### src/rtl/alu_sched_pkg.sv
// alu_sched_pkg: shared types and constants for the ALU scheduler.
package alu_sched_pkg;
    typedef enum logic [2:0] {
        SUM = 3'd0, SUB = 3'd1, MUL = 3'd2, DIV = 3'd3, MOD = 3'd4, MOV = 3'd5
    } alu_op_t;
    typedef enum logic [1:0] {IDLE, EXEC, RESP} sched_state_t;
    localparam logic [2:0] OP_LAST = 3'd5;
    localparam int FLAG_W = 4;
endpackage

### src/rtl/alu_sched_arb.sv
// alu_sched_arb: two-input arbiter; ALU_SCHED_RR_EN selects round-robin, else req0 has fixed priority.
module alu_sched_arb (
    input  logic clk,
    input  logic rst_n,
    input  logic en,
    input  logic v0,
    input  logic v1,
    output logic g0,
    output logic g1,
    output logic gid
);
`ifdef ALU_SCHED_RR_EN
    logic ptr;
    always_ff @(posedge clk)
        if (!rst_n) ptr <= 1'b1;
        else if (en && (v0 || v1)) ptr <= gid;
    assign gid = (v0 && v1) ? ~ptr : v1;
`else
    logic unused_ok;
    assign unused_ok = &{1'b0, clk, rst_n};
    assign gid = ~v0;
`endif
    assign g0 = en & v0 & ~gid;
    assign g1 = en & v1 & gid;
endmodule

### src/rtl/alu_scheduler.sv
// alu_scheduler: shares one combinational ALU between two requesters, one op in flight.
// Arbitration is round-robin when ALU_SCHED_RR_EN is defined, fixed req0 priority otherwise.
module alu_scheduler #(
    parameter int N  = 32,
    parameter int FW = 4,
    parameter int CW = 16
) (
    input  logic          clk,
    input  logic          rst_n,
    input  logic          req0_valid,
    output logic          req0_ready,
    input  logic [N-1:0]  req0_a,
    input  logic [N-1:0]  req0_b,
    input  logic [2:0]    req0_op,
    input  logic          req1_valid,
    output logic          req1_ready,
    input  logic [N-1:0]  req1_a,
    input  logic [N-1:0]  req1_b,
    input  logic [2:0]    req1_op,
    output logic          rsp0_valid,
    input  logic          rsp0_ready,
    output logic          rsp1_valid,
    input  logic          rsp1_ready,
    output logic [N-1:0]  rsp_result,
    output logic [FW-1:0] rsp_flags,
    output logic          rsp_err,
    output logic [N-1:0]  alu_a,
    output logic [N-1:0]  alu_b,
    output logic [2:0]    alu_ctrl,
    input  logic [N-1:0]  alu_result,
    input  logic [FW-1:0] alu_flags,
    output logic [CW-1:0] op_count
);
    import alu_sched_pkg::*;

    sched_state_t  state, nxt;
    logic [N-1:0]  a_q, b_q, res_q;
    logic [FW-1:0] flg_q;
    logic [2:0]    op_q;
    logic          gid_q, err_q, gid, accept, rsp_hs, ill;
    logic [CW-1:0] cnt;

    alu_sched_arb u_arb (
        .clk  (clk),
        .rst_n(rst_n),
        .en   (state == IDLE && rst_n),
        .v0   (req0_valid),
        .v1   (req1_valid),
        .g0   (req0_ready),
        .g1   (req1_ready),
        .gid  (gid)
    );

    assign accept = req0_ready | req1_ready;
    assign ill    = op_q > OP_LAST;
    assign rsp_hs = state == RESP && (gid_q ? rsp1_ready : rsp0_ready);

    always_comb begin
        nxt = state;
        nxt = (state == IDLE) ? (accept ? EXEC : IDLE) :
              (state == EXEC) ? RESP : (rsp_hs ? IDLE : RESP);
    end

    always_ff @(posedge clk) begin
        if (!rst_n) begin
            state <= IDLE;
            a_q   <= '0;
            b_q   <= '0;
            op_q  <= '0;
            gid_q <= 1'b0;
            res_q <= '0;
            flg_q <= '0;
            err_q <= 1'b0;
            cnt   <= '0;
        end else begin
            state <= nxt;
            if (accept) begin
                a_q   <= gid ? req1_a : req0_a;
                b_q   <= gid ? req1_b : req0_b;
                op_q  <= gid ? req1_op : req0_op;
                gid_q <= gid;
            end
            if (state == EXEC) begin
                res_q <= ill ? '0 : alu_result;
                flg_q <= ill ? '0 : alu_flags;
                err_q <= ill;
            end
            if (rsp_hs) cnt <= cnt + 1'b1;
        end
    end

    // Illegal opcodes are never presented to the ALU.
    assign alu_a      = a_q;
    assign alu_b      = b_q;
    assign alu_ctrl   = ill ? 3'd0 : op_q;
    assign rsp0_valid = state == RESP && !gid_q;
    assign rsp1_valid = state == RESP && gid_q;
    assign rsp_result = res_q;
    assign rsp_flags  = flg_q;
    assign rsp_err    = err_q;
    assign op_count   = cnt;
endmodule

### config.mk
export PLATFORM = sky130hd
export DESIGN_NAME = alu_scheduler
export DESIGN_NICKNAME = d
export VERILOG_FILES = /design/src/rtl/alu_sched_pkg.sv /design/src/rtl/alu_sched_arb.sv /design/src/rtl/alu_scheduler.sv
export SDC_FILE = /design/constraint.sdc
export NUM_CORES = 1
export LEC_CHECK = 0
export ABC_CLOCK_PERIOD_IN_PS = 1600
export BUFFER_PORTS_ARGS = -buffer_cell sky130_fd_sc_hd__buf_4
export CAP_MARGIN = 30
export CORE_MARGIN = 5
export CORE_UTILIZATION = 30
export CTS_CLUSTER_SIZE = 40
export DETAILED_ROUTE_END_ITERATION = 12
export SLEW_MARGIN = 5
export SYNTH_ARGS = -nofsm -noshare
export SYNTH_HDL_FRONTEND = slang
export SYNTH_SLANG_ARGS = --single-unit
### constraint.sdc
create_clock -name clk -period 1.6 [get_ports clk]
set_input_delay 0.32 -clock clk [delete_from_list [all_inputs] [get_ports clk]]
set_output_delay 0.32 -clock clk [all_outputs]
set_load 0.1 [all_outputs]
==> metrics.md <==
| Metric | Value |
|---|---|
| Num ports | 300 |
| Met3 Use GR | 0.0586 |
| Met1 Usage GRT | 0.186 |
| Static leakage | 3.90 nW |
| Cell area after layout | 8730 um2 |
| Largest net degree at the start of global routing | 46 |
| Final net count | 1000 |
| Worst slew pin tran | 0.304 ns |
| Clock transition at path regs | 0.06 ns |
| Syn. warnings | 0 |
| Main area contributors after synthesis | dfxtp_1 46%, mux2i_1 13%, a211oi_2 12% |
| Via density | 4.78 |
| Max-slew violation count | 0 |
| Crit-path max cell delay | 0.36 ns |
| Distinct cells, synth | 39 |
| DP Cell Count | 1024 |
| Drc violations | 0 |
| Final core occ | 0.503 |
| Detailed Route WL | 17600 um |
| PD cells | 1280 nW/um2 |
| Max Fclk | 596 MHz |
| Type of the worst setup path | reg2out |
| Crit Path Max Fanout | 5 |
| Crit-path cells | nand2b_1 -> nor2_4 -> buf_12 |
| Worst r2r src | state[1]$_SDFF_PP0_ |
| CTS tree | yes |
| Hold Crit Start | alu_result[13] |
| Crit-path slowest cell | dfxtp_4 |
| # Max-Cap Violations | 0 |
| Worst Path Required | 1.28 ns |
| Post-synth top area share | 0.464 |
| Most Crowded Layer GR | met2 |
| Worst Hold End | rsp_result[13]$_SDFFE_PN0N_ |
| CP Capture Type | primary output |
| I/O Buffers | 299 |
| Remaining antenna violation count | 0 |
| Diodes inserted | 0 |
| Die Y | 143 um |
| Gr usage total | 0.164 |
| Via Count | 5070 |
| Pwr Total | 11.2 mW |
| Cell Rows | 48 |
| Sequential fraction of the synthesis area | 0.464 |
| Root Driver | clkbuf_16 |
| Slew Limit Headroom | 0.791 |
| TritonCTS buffer count | 17 |
| Initial DRC Count | 133 |
| R2R depth | 6 |
| Synthesis-stage register bit count | 123 |
| Sink Count | 123 |
| Status | complete, but fails checks |
| Syn Area/Cell | 10.1 um2 |
| Initial Utilization | 0.306 |
| Finish-stage setup viols | 4 |
| Layout Cells excl Fill | 1061 |
| Worst Setup Slack, final | -0.0782 ns |
| Cell Area, Synth | 5310 um2 |
| Detailed placer's ending HPWL | 13600 um |
| Area leader, netlist | dfxtp_1 |
| Startpoint types | flop |
| Final hold violations | 0 |
| Syn-to-layout area delta | 64.4% |
| Min-Delay Path Class | in2reg |
| Post-Syn Nets | 702 |
| Reg2reg setup slack | 0.12 ns |
| Fin crit share | 1.05 |
| Worst vdd ir | 0.682 mV |
| Gate count of the mapped netlist | 525 |
| DP Area | 7940 um2 |
| GR Overflow Total | 0 |
| Met2 global-route usage | 0.285 |
| Die X | 143 um |
| CTS Buffer Depth | 2 |
| Initial antenna violation count | 1 |
| RSZ-0062 raised after global routing | true |
| DR pass1 iterations | 5 |
| DR WL/cell | 16.6 um |
| Worst Setup SP | state[0]$_SDFF_PP0_ |
| Hold depth | 3 |
| Die area | 20500 um2 |
| Wire length of the first global-routing pass | 26500 um |
| Clk_lat worst skew | 0.41 ns |
| Setup Skew | 0.00607 ns |
| Critical Path AT | 1.36 ns |
| Final min period | 1.68 ns |
| Worst reg2reg endpoint | alu_a[24]$_SDFFE_PN0P_ |
| Share of cells above drive strength 1 | 0.526 |
| RePlAce Congestion | 0.831 |
| H-tree Lvls | 4 |
| Failing checks | setup timing |
| Core area | 17400 um2 |
| Number of global-route vias before repair | 5216 |
-- synth_stat cells, drive strengths merged --
cell / number
dfxtp: 123
nor2: 114
a211oi: 68
mux2i: 68
a22oi: 36
buf: 29
clkbuf: 14
a21oi: 9
nand3: 6
o21ai: 6
nand2: 5
or3: 5
xor2: 5
and3: 4
nand4: 4
inv: 3
nor2b: 3
nor3: 3
xnor2: 3
and4: 2
and4b: 2
nand2b: 2
nor4: 2
a21boi: 1
and2: 1
and2b: 1
ha: 1
mux2: 1
nand4b: 1
o211a: 1
o21a: 1
o31a: 1
-- metrics by stage --
step	setup TNS, ns	hold slack, ns	setup WS [ns]
final	-0.198	0.149	-0.0782
after global routing	-0.404	0.137	-0.124
after CTS	-0.341	0.125	-0.111
after detailed placement	0	0.489	0.0779
after global placement	0	0.476	0.163
after floorplan	-0.962	0.438	-0.485
-- how the worst max path moves through the flow --
stage,end,slack [ns],cells past startpoint
after floorplan,alu_ctrl[1],-0.48,1
after global placement,req1_ready,0.16,3
after detailed placement,alu_a[28]$_SDFFE_PN0P_,0.08,5
after CTS,req1_ready,-0.11,3
after global routing,req1_ready,-0.12,3
final,rsp0_valid,-0.08,3
-- critical path, delay by kind of cell, from the launching register on --
kind	cells	cell delay [ns]
buf+inv	1	0.18
flops	1	0.36
simple gates	2	0.41
-- per-layer routing --
| metal | wire (um) | share of wire |
|---|---|---|
| met5 | 19 | 0.0011 |
| met4 | 311 | 0.018 |
| met3 | 1540 | 0.087 |
| met2 | 8870 | 0.50 |
| met1 | 6830 | 0.39 |
-- final cells by class --
cell class / count / area (um2)
fill: 1638 / 8630
multi-input combinational: 356 / 2670
timing repair buffer: 322 / 2590
sequential: 123 / 2520
clock buffer: 20 / 500
tap: 225 / 282
clock inverter: 12 / 146
inverter: 3 / 13.8
-- power breakdown --
part	internal, mW	switching, mW
Sequential	3.30	0.153
Clock	2.61	1.48
Combinational	1.04	2.57
-- placed cells by master (no fill, tap or decap), types with 3 or more instances in the layout --
| cell | instances |
|---|---|
| buf_4 | 307 |
| nor2_1 | 112 |
| dfxtp_1 | 103 |
| mux2i_1 | 68 |
| a211oi_2 | 51 |
| a22oi_1 | 36 |
| clkbuf_16 | 21 |
| a211oi_1 | 17 |
| dfxtp_4 | 12 |
| buf_12 | 12 |
| a21oi_1 | 8 |
| dfxtp_2 | 8 |
| nand3_1 | 6 |
| o21ai_0 | 6 |
| or3_1 | 5 |
| nand2_1 | 5 |
| xor2_1 | 5 |
| clkinv_4 | 5 |
| inv_6 | 4 |
| nand4_1 | 3 |
| and3_1 | 3 |
| xnor2_1 | 3 |
| nor3_1 | 3 |
-- cell families after synthesis --
kind of cell / share of synthesized area
xor gates and xnor gates: 0.0132
DFF: 0.464
adders and majority gates: 0.00236
buffers and inverters: 0.0431
muxes: 0.131
and+or+nand+nor: 0.131
AOI/OAI and AO/OA: 0.215
-- repair_timing --
item,CTS,global route
setup endpoints to repair,6,10
hold buffers,0,0
cloned,0,1
pin swaps,3,3
buffers inserted,4,0
resized for setup,22,3
-- flip-flops by register name, indices dropped and copies added, names as in the netlist --
signal,flops
gid_q,1
state,2
alu_b,32
alu_a,32
rsp_result,32
op_q,3
rsp_err,1
rsp_flags,4
op_count,16
Power figures use the tool's default switching activity.
